### config.mk
export PLATFORM = sky130hd
export DESIGN_NAME = ahb_to_mem_bridge
export DESIGN_NICKNAME = d
export VERILOG_FILES = /design/src/rtl/ahb_mem_pkg.sv /design/src/rtl/ahb_mem_be_gen.sv /design/src/rtl/ahb_to_mem_bridge.sv
export SDC_FILE = /design/constraint.sdc
export NUM_CORES = 1
export LEC_CHECK = 0
export ABC_CLOCK_PERIOD_IN_PS = 1680
export CORE_MARGIN = 1
export CORE_UTILIZATION = 26
export CTS_BUF_LIST = sky130_fd_sc_hd__clkbuf_4 sky130_fd_sc_hd__clkbuf_8 sky130_fd_sc_hd__clkbuf_16
export DETAILED_ROUTE_END_ITERATION = 8
export PLACE_DENSITY = 0.83
export SLEW_MARGIN = 20
export SYNTH_ARGS = -nofsm -noshare
export SYNTH_HDL_FRONTEND = slang
export SYNTH_SLANG_ARGS = --single-unit
### constraint.sdc
create_clock -name clk -period 1.68 [get_ports clk]
set_input_delay 0.336 -clock clk [delete_from_list [all_inputs] [get_ports clk]]
set_output_delay 0.336 -clock clk [all_outputs]
set_load 0.01 [all_outputs]
### src/rtl/ahb_mem_pkg.sv
// Shared AHB-Lite encodings and bridge FSM state type for ahb_to_mem_bridge.
package ahb_mem_pkg;

  localparam logic [1:0] HtransIdle   = 2'b00;
  localparam logic [1:0] HtransBusy   = 2'b01;
  localparam logic [1:0] HtransNonseq = 2'b10;
  localparam logic [1:0] HtransSeq    = 2'b11;

  localparam logic [2:0] HsizeByte     = 3'd0;
  localparam logic [2:0] HsizeHalfword = 3'd1;
  localparam logic [2:0] HsizeWord     = 3'd2;

  localparam logic HrespOkay  = 1'b0;
  localparam logic HrespError = 1'b1;

  typedef enum logic [2:0] {
    StIdle,
    StReq,
    StResp,
    StErr1,
    StErr2
  } state_e;

endpackage

### src/rtl/ahb_mem_be_gen.sv
// Byte-enable generation and size/alignment legality check for one AHB address phase.
module ahb_mem_be_gen
  import ahb_mem_pkg::*;
(
  input  logic [2:0] hsize,
  input  logic [1:0] haddr_lo,
  output logic [3:0] be,
  output logic       illegal
);

  always_comb begin
    be      = 4'b0000;
    illegal = 1'b0;
    case (hsize)
      HsizeByte: be = 4'b0001 << haddr_lo;
      HsizeHalfword: begin
        illegal = haddr_lo[0];
        be      = 4'b0011 << {haddr_lo[1], 1'b0};
      end
      HsizeWord: begin
        illegal = |haddr_lo;
        be      = 4'b1111;
      end
      default: illegal = 1'b1;
    endcase
    // Illegal transfers never reach memory, so keep their enables quiet.
    if (illegal) be = 4'b0000;
  end

endmodule

### src/rtl/ahb_to_mem_bridge.sv
// AHB-Lite slave to req/gnt/rvalid memory bridge, one outstanding transfer.
// Optional address range check: define AHB_TO_MEM_RANGE_CHECK_EN.
module ahb_to_mem_bridge
  import ahb_mem_pkg::*;
#(
  parameter int unsigned AHB_ADDR_WIDTH = 32,
  parameter int unsigned AHB_DATA_WIDTH = 32,
  parameter int unsigned MEM_SIZE_BYTES = 65536
) (
  input  logic                      clk,
  input  logic                      rstn,
  input  logic                      hsel_i,
  input  logic [AHB_ADDR_WIDTH-1:0] haddr_i,
  input  logic                      hwrite_i,
  input  logic [2:0]                hsize_i,
  input  logic [1:0]                htrans_i,
  input  logic [AHB_DATA_WIDTH-1:0] hwdata_i,
  input  logic                      hready_i,
  output logic                      hreadyout_o,
  output logic                      hresp_o,
  output logic [AHB_DATA_WIDTH-1:0] hrdata_o,
  output logic                      req_o,
  output logic                      we_o,
  output logic [3:0]                be_o,
  output logic [AHB_ADDR_WIDTH-1:0] addr_o,
  output logic [AHB_DATA_WIDTH-1:0] wdata_o,
  input  logic                      gnt_i,
  input  logic                      rvalid_i,
  input  logic [AHB_DATA_WIDTH-1:0] rdata_i
);

  if (AHB_DATA_WIDTH != 32 || MEM_SIZE_BYTES == 0) begin : g_bad_cfg
    $error("ahb_to_mem_bridge: data width must be 32 and memory size non-zero");
  end

  state_e                     state_q, state_d;
  logic [AHB_ADDR_WIDTH-1:2]  waddr_q, waddr_d;
  logic                       we_q, we_d;
  logic [3:0]                 be_q, be_d;
  logic [3:0]                 be_new;
  logic                       size_err, range_err, accept, can_take;

  ahb_mem_be_gen u_be_gen (
    .hsize    (hsize_i),
    .haddr_lo (haddr_i[1:0]),
    .be       (be_new),
    .illegal  (size_err)
  );

`ifdef AHB_TO_MEM_RANGE_CHECK_EN
  assign range_err = (haddr_i >= AHB_ADDR_WIDTH'(MEM_SIZE_BYTES));
`else
  assign range_err = 1'b0;
`endif

  assign accept  = hsel_i & hready_i & ((htrans_i == HtransNonseq) | (htrans_i == HtransSeq));
  assign we_o    = we_q;
  assign be_o    = be_q;
  assign addr_o  = {waddr_q, 2'b00};
  // AHB holds hwdata stable through wait states, so no capture is needed.
  assign wdata_o = hwdata_i;

  always_comb begin
    state_d     = state_q;
    waddr_d     = waddr_q;
    we_d        = we_q;
    be_d        = be_q;
    hreadyout_o = 1'b1;
    hresp_o     = HrespOkay;
    hrdata_o    = '0;
    req_o       = 1'b0;
    can_take    = 1'b0;
    unique case (state_q)
      StIdle: can_take = 1'b1;
      StReq: begin
        req_o       = 1'b1;
        hreadyout_o = 1'b0;
        if (gnt_i) state_d = StResp;
      end
      StResp: begin
        hreadyout_o = rvalid_i;
        if (rvalid_i) begin
          state_d  = StIdle;
          can_take = 1'b1;
          if (!we_q) hrdata_o = rdata_i;
        end
      end
      StErr1: begin
        hresp_o     = HrespError;
        hreadyout_o = 1'b0;
        state_d     = StErr2;
      end
      StErr2: begin
        hresp_o  = HrespError;
        can_take = 1'b1;
        state_d  = StIdle;
      end
      default: state_d = StIdle;
    endcase
    if (can_take && accept) begin
      waddr_d = haddr_i[AHB_ADDR_WIDTH-1:2];
      we_d    = hwrite_i;
      be_d    = range_err ? 4'b0000 : be_new;
      state_d = (size_err || range_err) ? StErr1 : StReq;
    end
  end

  always_ff @(posedge clk) begin
    if (!rstn) begin
      state_q <= StIdle;
      waddr_q <= '0;
      we_q    <= 1'b0;
      be_q    <= 4'b0000;
    end else begin
      state_q <= state_d;
      waddr_q <= waddr_d;
      we_q    <= we_d;
      be_q    <= be_d;
    end
  end

endmodule

==> results of run 1 <==
-- placed cells by master, fill, tap and decap left out, types with 2 or more instances in the layout --
cell	n
sky130_fd_sc_hd__dfxtp_2	4
sky130_fd_sc_hd__o2111ai_1	2
sky130_fd_sc_hd__a21boi_0	32
sky130_fd_sc_hd__dlygate4sd2_1	2
sky130_fd_sc_hd__buf_6	18
sky130_fd_sc_hd__buf_2	17
sky130_fd_sc_hd__buf_12	3
sky130_fd_sc_hd__and2_1	17
sky130_fd_sc_hd__and2_4	16
sky130_fd_sc_hd__nand2b_1	2
sky130_fd_sc_hd__clkbuf_8	8
sky130_fd_sc_hd__dfxtp_1	34
sky130_fd_sc_hd__clkdlybuf4s50_1	108
sky130_fd_sc_hd__nor2b_1	2
sky130_fd_sc_hd__conb_1	2
sky130_fd_sc_hd__buf_4	14
sky130_fd_sc_hd__nor2_1	5
sky130_fd_sc_hd__nand2_1	68
sky130_fd_sc_hd__nand3_1	2
-- logic make-up after synthesis --
group / after synthesis
muxes: 1
DFF: 38
other: 1
and+or+nand+nor: 120
buffers and inverters: 49
AOI/OAI and AO/OA: 45
-- flip-flops by register name, indices dropped and copies added, names as in the netlist --
register and flops:
be_o 4, state_q 3, waddr_q 30, we_o 1
-- final timing paths --
| kind | end | cells after the start |
|---|---|---|
| hold reg to reg | waddr_q[3]$_SDFFE_PN0P_ | 2 |
| setup reg to reg | waddr_q[10]$_SDFFE_PN0P_ | 9 |
| hold / removal | waddr_q[3]$_SDFFE_PN0P_ | 2 |
| setup / recovery | hrdata_o[12] | 6 |
-- worst register-to-register path, delay by kind of cell, from the launching register on --
family          cells  cell delay [ps]
buf+inv             5              680
flops               1              330
compound gates      2              240
simple gates        2              230
-- layer usage --
layer | global-route usage (%) | share of wire (%)
met5 | 0 | 0
met4 | 4.30 | 1.4
met3 | 5.39 | 9.2
met2 | 32.8 | 56
met1 | 14.4 | 34
-- power groups by stage --
stage	sequential, mW	combinational [mW]	clock [mW]
after detailed placement	0.964	0.431	0
after global placement	0.962	0.426	0
after floorplan	0.975	0.191	0
after CTS	0.942	0.437	0.761
after global routing	0.947	0.475	0.795
final	0.943	0.438	0.732
-- stage by stage --
stage | setup WS [ps] | utilization, % | cells | total power, mW
final | -215 | 48.4 | 477 | 2.11
after global routing | -293 | 48.4 | 477 | 2.22
after CTS | -333 | 47.5 | 478 | 2.14
after detailed placement | -743 | 46.5 | 463 | 1.39
after global placement | -727 | 46.5 | 463 | 1.39
after floorplan | 137 | - | 255 | 1.17
-- repair_timing --
action / CTS / global route
buffers inserted: 5 / 1
endpoints found under the setup margin: 36 / 35
cloned: 2 / 0
hold endpoints to repair: 0 / 0
resized for setup: 152 / 27
pin swaps: 16 / 5
-- cell type report --
cell class / count / area (um2) / share of cell area [%]
Timing Repair Buffer: 164 / 1580 / 44.0
Tap cell: 99 / 124 / 3.45
Multi-Input combinational cell: 168 / 1010 / 28.2
Sequential cell: 38 / 766 / 21.4
Clock buffer: 8 / 110 / 3.07
==> impl_summary.txt, run 1 <==
----------------------------------------------------
[Drt]
  Vias post-DR ... 2084
  First-iteration detailed-routing DRC count ... 62
  Number of antenna-violating nets in the routed design ... 0
  Drc violations ... 0
  Final wirelength ... 6580 um
  Detailed-route vias per instance ... 4.37
  Detail-routed net length per standard cell ... 13.8 um
  Length of the first detailed-routing pass in iterations ... 4

[CTS]
  Clock H-tree levels ... 2
  Longest Clk Path Bufs ... 2
  Clock latency of the later-clocked register in the worst-skew pair ... 280 ps
  Clock-pin slew of the registers on the worst-case setup and hold paths ... 80 ps
  Root buffer selected by CTS ... sky130_fd_sc_hd__clkbuf_8
  CTS Buf Count ... 5
  Clock tree from TritonCTS ... done
  Sink Count ... 38
  Count of hold-fix buffers inserted at cts ... 0

[Die]
  Area enclosed by the die boundary ... 0.00817 mm2
  Placement row count ... 31
  Initial Utilization ... 27.4%
  Core Footprint ... 0.00741 mm2
  Boundary Pins ... 212
  Chip width ... 90.4 um
  Height of the chip ... 90.4 um

[Placed design]
  Count of input and output buffers ... 144
  RD Place Congestion ... 0.833
  Placed instance area ... 0.00345 mm2
  Dpl hpwl ... 5010 um

[Power]
  Switching share of power ... 22.8%
  Worst supply voltage drop on vdd ... 418 uV
  Relative contribution of combinational cells to total power ... 20.7%
  Clock network fraction of design power ... 34.6%
  Power share of the sequential group ... 44.6%
  Internal power ... 1.63 mW
  Total power per unit cell area ... 589 mW/mm2
  Leakage power ... 1.44 nW
  Power spent charging and discharging nets ... 0.482 mW

[Critical path]
  Combined buffer and inverter count along the critical path ... 3
  Required time of the critical path ... 1340 ps
  Element type at the critical path start ... register
  Most frequent cell on the critical path ... sky130_fd_sc_hd__buf_6
  Worst-path fanout max ... 7
  CP Data Arrival Time ... 1560 ps
  Critical Setup Path Class ... reg2out
  Delay of the slowest cell on the worst path ... 330 ps
  Setup slack, reg-to-reg ... 80 ps
  Launch instance of the worst register-to-register path ... state_q[2]$_SDFFE_PN0P_
  Nature of the critical path endpoint ... output pin
  Top delay family on crit path ... simple AND/OR/NAND/NOR gates
  Cell with the biggest individual delay on the critical path ... sky130_fd_sc_hd__dfxtp_2
  Critical path cell sequence ... nand2b_4, nor4b_4, buf_4, buf_6, and2_4, buf_6
  Critical path origin ... state_q[2]$_SDFFE_PN0P_

[Cells and area]
  Layout Nets ... 485
  Filler cells ... 708
  Area of all placed cells without fillers ... 0.00359 mm2
  Area overhead of the layout relative to synthesis ... 76.6%
  Ant diodes ... 0
  Fraction of layout instances using a drive strength above 1 ... 22.8%

[Synthesis]
  XOR/XNOR share of the synthesized area ... 0%
  Cell with the most instances after synthesis ... sky130_fd_sc_hd__nand2_1
  Number of storage elements in the synthesis netlist ... 38
  Count of flip-flops with a built-in enable after synthesis ... 0
  Sequential fraction of the synthesis area ... 37.5%
  Average cell area after synthesis ... 7.99 um2
  Top cell type's share of synthesized area ... 37.5%
  Number of distinct library cells after synthesis ... 33
  Synthesized-area fraction occupied by adder cells ... 0%
  Largest family of logic cells by synthesized area ... simple AND/OR/NAND/NOR gates
  Most common library cells after synthesis ... sky130_fd_sc_hd__nand2_1 (68), sky130_fd_sc_hd__dfxtp_1 (38), sky130_fd_sc_hd__buf_4 (34), sky130_fd_sc_hd__and2_1 (33), sky130_fd_sc_hd__a21boi_0 (32)
  Synthesized instance count ... 254
  Main area contributors after synthesis ... sky130_fd_sc_hd__dfxtp_1 (37%), sky130_fd_sc_hd__buf_4 (13%), sky130_fd_sc_hd__nand2_1 (13%), sky130_fd_sc_hd__a21boi_0 (12%), sky130_fd_sc_hd__and2_1 (10%)
  Fraction of the mapped netlist area in compound gates ... 16.7%
  Flip-flop cell with the highest count after synthesis ... sky130_fd_sc_hd__dfxtp_1
  Share of synthesized flip-flops with an asynchronous set or reset ... 0%
  Multiplexer share of the synthesized area ... 0.493%
  Simple-Gate Fraction of Synth Area ... 29.3%
  Number of warnings printed during yosys synthesis ... 0
  Cell area after technology mapping ... 0.00203 mm2
  Synth area leader ... sky130_fd_sc_hd__dfxtp_1

[Timing]
  Final Max Tran Viols ... 0
  Post-route setup TNS ... -6210 ps
  Total count of hold-check failures in the final report ... 0
  Unrepaired setup endpoints after global routing ... yes
  Final setup violating endpoints ... 32
  Post-route worst hold slack ... 461 ps
  Final worst path period need ... 1890 ps
  Upper clock frequency limit ... 0.528 GHz
  Final critical-path share of the clock period ... 113%
  Final Skew ... 4.25 ps
  Minimum setup slack in the final design ... -215 ps

[GRT]
  Number of global-route vias before repair ... 2118
  Initial antenna violation count ... 0
  Wire length of the first global-routing pass ... 10400 um
  Global routing usage summed across all routing layers ... 15.9%
  Largest net degree at the start of global routing ... 36
  Global-route congestion overflow total ... 0

[Worst hold path]
  Hold path start ... waddr_q[3]$_SDFFE_PN0P_
  Hold/Removal Path Class ... reg2reg

[Run]
  Max-cap violations ... 0

[Run status]
  Outcome ... complete, but fails checks
  Violated checks ... setup timing

----------------------------------------------------
(Power assumes the default switching activity.)
==> run 2, diff against run 1 <==
Settings changed: RECOVER_POWER from default to 100, SETUP_SLACK_MARGIN from default to 0.05.
==> run 2 against run 1 <==
The run still ends with setup timing left; combinational power is 1% higher; clock skew hardly changed; total power hardly changed; maximum frequency decreased by 2.3%; critical path type unchanged; critical endpoint is now hrdata_o[7]; largest cell class unchanged; largest power group unchanged; highest routed layer unchanged.
==> impl_summary.txt, run 2 (synthesis gave the netlist of run 1 again) <==
----------------------------------------------------
[CTS]
  Clock-pin slew of the registers on the worst-case setup and hold paths ... 80 ps
  Clock H-tree levels ... 2
  Clock tree from TritonCTS ... done
  Clock latency of the later-clocked register in the worst-skew pair ... 280 ps
  Root buffer selected by CTS ... sky130_fd_sc_hd__clkbuf_8
  Longest Clk Path Bufs ... 2
  Sink Count ... 38
  Count of hold-fix buffers inserted at cts ... 0
  CTS Buf Count ... 5

[Cells and area]
  Commonest non-fill, non-tap cell in the layout ... sky130_fd_sc_hd__clkdlybuf4s50_1
  Area overhead of the layout relative to synthesis ... 84.0%
  Filler cells ... 676
  Number of flip-flops in the largest register ... 30
  Commonest cells after routing, fill and taps aside ... sky130_fd_sc_hd__clkdlybuf4s50_1 (71), sky130_fd_sc_hd__nand2_1 (68), sky130_fd_sc_hd__dlygate4sd3_1 (36)
  Ant diodes ... 0
  Fraction of layout instances using a drive strength above 1 ... 26.6%
  Layout Nets ... 486
  Number of non-filler instances in the completed layout ... 478
  Register containing the most flip-flops in the final layout ... waddr_q
  Util after Layout ... 50.4%

[Critical path]
  Required time of the critical path ... 1340 ps
  Critical path cell sequence ... nand2b_4, nor4b_4, buf_4, clkbuf_16, and2_4, buf_6
  Delay of the slowest cell on the worst path ... 330 ps
  Critical Setup Path Class ... reg2out
  Top delay family on crit path ... simple AND/OR/NAND/NOR gates
  Element type at the critical path start ... register
  Cell with the biggest individual delay on the critical path ... sky130_fd_sc_hd__dfxtp_2
  Combined buffer and inverter count along the critical path ... 3
  Nature of the critical path endpoint ... output pin
  CP Data Arrival Time ... 1600 ps
  Worst-path fanout max ... 8

[Timing]
  Final Skew ... 3.96 ps
  Total count of hold-check failures in the final report ... 0
  Post-route setup TNS ... -7190 ps
  Upper clock frequency limit ... 0.515 GHz
  Final worst path period need ... 1940 ps
  Final Max Tran Viols ... 0
  Minimum setup slack in the final design ... -260 ps
  Unrepaired setup endpoints after global routing ... yes
  Final critical-path share of the clock period ... 116%
  Final setup violating endpoints ... 32

[Power]
  Total power per unit cell area ... 565 mW/mm2
  Worst supply voltage drop on vdd ... 415 uV
  Leakage power ... 1.59 nW
  Sum of internal, switching and leakage power ... 2.11 mW

[Drt]
  Final wirelength ... 6870 um
  Detail-routed net length per standard cell ... 14.4 um
  Post-Route M1 WL ... 2350 um
  Top routing layer in use ... met4
  First-iteration detailed-routing DRC count ... 71
  Drc violations ... 0
  Detailed-route vias per instance ... 4.43
  Met2 wire length ... 3820 um
  Number of antenna-violating nets in the routed design ... 0
  Met3 wire length ... 559 um
  Length of the first detailed-routing pass in iterations ... 4
  Vias post-DR ... 2117

[Die]
  Chip width ... 90.4 um
  Height of the chip ... 90.4 um
  Initial Utilization ... 27.4%
  Boundary Pins ... 212
  Placement row count ... 31
  Area enclosed by the die boundary ... 0.00817 mm2
  Core Footprint ... 0.00741 mm2

[Placed design]
  Placed insts ... 463
  RD Place Congestion ... 0.833
  Dpl hpwl ... 5010 um
  Count of input and output buffers ... 144

[GRT]
  Wire length of the first global-routing pass ... 10400 um
  Global-route congestion overflow total ... 0
  Global routing usage summed across all routing layers ... 15.9%
  Largest net degree at the start of global routing ... 36
  Initial antenna violation count ... 0
  Number of global-route vias before repair ... 2118

[Run]
  Max-cap violations ... 0

[Worst hold path]
  Hold/Removal Path Class ... reg2reg

[Run status]
  Violated checks ... setup timing
  Outcome ... complete, but fails checks

----------------------------------------------------
==> run 2: timing repair <==
action	in CTS	in global routing
gates resized for setup	154	61
cloned	2	1
setup endpoints to repair	37	37
pin swaps	16	21
setup buffers	5	1
==> run 2: worst paths after layout <==
| path | startpoint | endpoint | slack, ps | depth (start not counted) |
|---|---|---|---|---|
| worst max register to register | state_q[2]$_SDFFE_PN0P_ | waddr_q[14]$_SDFFE_PN0P_ | 80 | 7 |
| worst min register to register | waddr_q[5]$_SDFFE_PN0P_ | waddr_q[5]$_SDFFE_PN0P_ | 460 | 2 |
| worst min-delay path | waddr_q[5]$_SDFFE_PN0P_ | waddr_q[5]$_SDFFE_PN0P_ | 460 | 2 |
| worst max-delay path | state_q[2]$_SDFFE_PN0P_ | hrdata_o[7] | -260 | 6 |
==> run 2: report_power, final <==
group / total, mW / internal [mW] / switching [mW]
registers: 0.941 / 0.928 / 0.0132
logic: 0.444 / 0.288 / 0.157
clock network: 0.728 / 0.415 / 0.313
==> run 2: cell type report <==
type | instances | area, um2 | area share, %
repair buffers | 165 | 1690 | 45.2
clock buffers | 8 | 110 | 2.95
well taps | 99 | 124 | 3.31
flip-flops and latches | 38 | 764 | 20.5
multi-input cells | 168 | 1050 | 28.1
==> run 2: per-layer routing <==
metal,global-route usage [%],up-vias
met1,14.4,962
met2,32.8,116
met5,0,-
met4,4.30,0
li1,-,1029
met3,5.39,10
==> run 2: metrics by stage <==
step           worst slack (ps)  cell area (um2)  hold WS [ps]
6_report                   -260             3740           458
5_1_grt                    -321             3740           480
4_1_cts                    -333             3520           464
3_5_place_dp               -743             3450           453
3_3_place_gp               -727             3450           441
2_1_floorplan               137             2040           475
==> run 2: worst min-delay path: stages (launching register included) <==
cell and delay [ps]:
sky130_fd_sc_hd__dfxtp_1 310, sky130_fd_sc_hd__nand2_1 40, sky130_fd_sc_hd__a21boi_0 60
==> run 3, diff against run 2 <==
--- a/config.mk
+++ b/config.mk
@@ -6,10 +6,11 @@
 export NUM_CORES = 1
 export LEC_CHECK = 0
-export ABC_CLOCK_PERIOD_IN_PS = 1680
+export ABC_CLOCK_PERIOD_IN_PS = 1900
 export CORE_MARGIN = 1
-export CORE_UTILIZATION = 26
+export CORE_UTILIZATION = 29
 export CTS_BUF_LIST = sky130_fd_sc_hd__clkbuf_4 sky130_fd_sc_hd__clkbuf_8 sky130_fd_sc_hd__clkbuf_16
 export DETAILED_ROUTE_END_ITERATION = 8
-export PLACE_DENSITY = 0.83
+export MAX_ROUTING_LAYER = met4
+export PLACE_DENSITY = 0.87
 export RECOVER_POWER = 100
 export SETUP_SLACK_MARGIN = 0.05
==> constraint.sdc (replaced) <==
create_clock -name clk -period 1.9 [get_ports clk]
set_input_delay 0.285 -clock clk [delete_from_list [all_inputs] [get_ports clk]]
set_output_delay 0.285 -clock clk [all_outputs]
set_load 0.01 [all_outputs]
==> run 3 against run 2 <==
The run now ends clean; total power down 17%; setup slack better by 290 ps; combinational power down 19%; critical endpoint is now hrdata_o[15].
==> impl_summary.txt, run 3 (synthesis gave the netlist of run 1 again) <==
----------------------------------------------------
[CTS]
  Clock latency of the later-clocked register in the worst-skew pair ... 280 ps
  Clock H-tree levels ... 2
  Clock tree from TritonCTS ... done
  Sink Count ... 38
  Root buffer selected by CTS ... sky130_fd_sc_hd__clkbuf_8
  Longest Clk Path Bufs ... 2
  Clock-pin slew of the registers on the worst-case setup and hold paths ... 80 ps
  CTS Buf Count ... 5

[Cells and area]
  Number of flip-flops in the largest register ... 30
  Ant diodes ... 0
  Area of all placed cells without fillers ... 0.00348 mm2
  Filler cells ... 642
  Commonest cells after routing, fill and taps aside ... sky130_fd_sc_hd__clkdlybuf4s50_1 (72), sky130_fd_sc_hd__nand2_1 (68), sky130_fd_sc_hd__dfxtp_1 (36), sky130_fd_sc_hd__dlygate4sd3_1 (36), sky130_fd_sc_hd__a21boi_0 (33)
  Area overhead of the layout relative to synthesis ... 71.3%
  Number of non-filler instances in the completed layout ... 469
  Commonest non-fill, non-tap cell in the layout ... sky130_fd_sc_hd__clkdlybuf4s50_1
  Layout Nets ... 480
  Register containing the most flip-flops in the final layout ... waddr_q
  Util after Layout ... 51.2%
  Fraction of layout instances using a drive strength above 1 ... 17.7%

[Timing]
  Final setup violating endpoints ... 0
  Rel. slew slack ... 57.4%
  Upper clock frequency limit ... 0.535 GHz
  Final Skew ... 5.74 ps
  Final critical-path share of the clock period ... 98.4%
  Total count of hold-check failures in the final report ... 0
  Final worst path period need ... 1870 ps
  Worst-margin pin slew ... 639 ps
  Post-route setup TNS ... 0 ps
  Final Max Tran Viols ... 0
  Unrepaired setup endpoints after global routing ... yes

[GRT]
  Global routing usage summed across all routing layers ... 16.2%
  Initial antenna violation count ... 0
  Largest net degree at the start of global routing ... 41
  Number of global-route vias before repair ... 1825
  Global-route congestion overflow total ... 0
  Wire length of the first global-routing pass ... 8950 um

[Critical path]
  Element type at the critical path start ... register
  Critical Setup Path Class ... reg2out
  CP Data Arrival Time ... 1580 ps
  Delay of the slowest cell on the worst path ... 330 ps
  Required time of the critical path ... 1620 ps
  Most frequent cell on the critical path ... sky130_fd_sc_hd__buf_6
  Setup slack, reg-to-reg ... 230 ps
  Worst-path fanout max ... 8
  Critical path cell sequence ... nand2b_4, nor4b_4, buf_4, buf_6, buf_6, and2_4, buf_6
  Combined buffer and inverter count along the critical path ... 4
  Top delay family on crit path ... buffers and inverters
  Nature of the critical path endpoint ... output pin
  Cell with the biggest individual delay on the critical path ... sky130_fd_sc_hd__dfxtp_2

[Die]
  Boundary Pins ... 212
  Area enclosed by the die boundary ... 0.00734 mm2
  Chip width ... 85.7 um
  Core Footprint ... 0.00679 mm2
  Placement row count ... 30
  Height of the chip ... 85.7 um
  Initial Utilization ... 29.9%

[Placed design]
  RD Place Congestion ... 0.760
  Count of input and output buffers ... 144
  Placed instance area ... 0.00338 mm2
  Dpl hpwl ... 4530 um
  Placed insts ... 456

[Drt]
  Detail-routed net length per standard cell ... 13.4 um
  Number of antenna-violating nets in the routed design ... 0
  Drc violations ... 0
  Vias post-DR ... 2012
  Length of the first detailed-routing pass in iterations ... 4
  First-iteration detailed-routing DRC count ... 64
  Detailed-route vias per instance ... 4.29
  Final wirelength ... 6300 um

[Power]
  Total power per unit cell area ... 507 mW/mm2
  Leakage power ... 1.48 nW
  Internal power ... 1.34 mW
  Power share of the sequential group ... 47.2%
  Switching share of power ... 23.8%
  Relative contribution of combinational cells to total power ... 20.4%
  Clock network fraction of design power ... 32.4%
  Power spent charging and discharging nets ... 0.421 mW
  Worst supply voltage drop on vdd ... 315 uV

[Run status]
  Outcome ... finished clean

[Run]
  Max-cap violations ... 0

[Worst hold path]
  Hold/Removal Path Class ... reg2reg

----------------------------------------------------
## run 3: power by group through the flow
stage | Sequential, mW | Combinational, mW | Clock (mW)
3_5_place_dp | 0.852 | 0.367 | 0
4_1_cts | 0.834 | 0.367 | 0.606
2_1_floorplan | 0.862 | 0.168 | 0
6_report | 0.833 | 0.359 | 0.571
5_1_grt | 0.836 | 0.390 | 0.643
3_3_place_gp | 0.850 | 0.360 | 0
## run 3: cell type report
| type | instances | area [um2] | area share, % |
|---|---|---|---|
| timing repair buffer | 159 | 1530 | 43.8 |
| multi-input combinational | 168 | 975 | 28.0 |
| sequential | 38 | 763 | 21.9 |
| tap | 96 | 120 | 3.45 |
| clock buffer | 6 | 82.6 | 2.37 |
| clock inverter | 2 | 12.5 | 0.360 |
## run 3: repair_timing
item / in CTS / in global routing
cloned: 2 / 0
endpoints found under the setup margin: 35 / 32
buffers inserted: 4 / 0
gates resized for setup: 144 / 35
pin swaps: 7 / 16
hold buffers: 0 / 0
## run 3: worst paths after layout
check | startpoint | to | depth (start not counted)
max reg2reg | state_q[0]$_SDFFE_PN0P_ | be_o[2]$_SDFFE_PN0P_ | 5
min reg2reg | be_o[1]$_SDFFE_PN0P_ | be_o[1]$_SDFFE_PN0P_ | 2
min | be_o[1]$_SDFFE_PN0P_ | be_o[1]$_SDFFE_PN0P_ | 2
max | state_q[2]$_SDFFE_PN0P_ | hrdata_o[15] | 7
## run 3: through the flow
stage	total power [mW]	setup slack, ps	hold WS, ps
detailed placement	1.22	-486	451
global route	1.87	-42.2	486
floorplan	1.03	268	430
CTS	1.81	-81.7	460
finish	1.76	31.2	460
global placement	1.21	-414	443
## run 3: metal layers
| layer | global-route usage [%] | up-vias | wire length, um |
|---|---|---|---|
| met2 | 26.2 | 75 | 3210 |
| li1 | - | 1020 | - |
| met5 | - | - | 0 |
| met4 | 6.21 | 0 | 76 |
| met3 | 5.68 | 10 | 468 |
| met1 | 18.6 | 907 | 2540 |
## run 3: worst min-delay path, stage by stage (launching register included)
cell and delay, ps:
sky130_fd_sc_hd__dfxtp_1 320, sky130_fd_sc_hd__nand3_1 60, sky130_fd_sc_hd__nand2_1 40
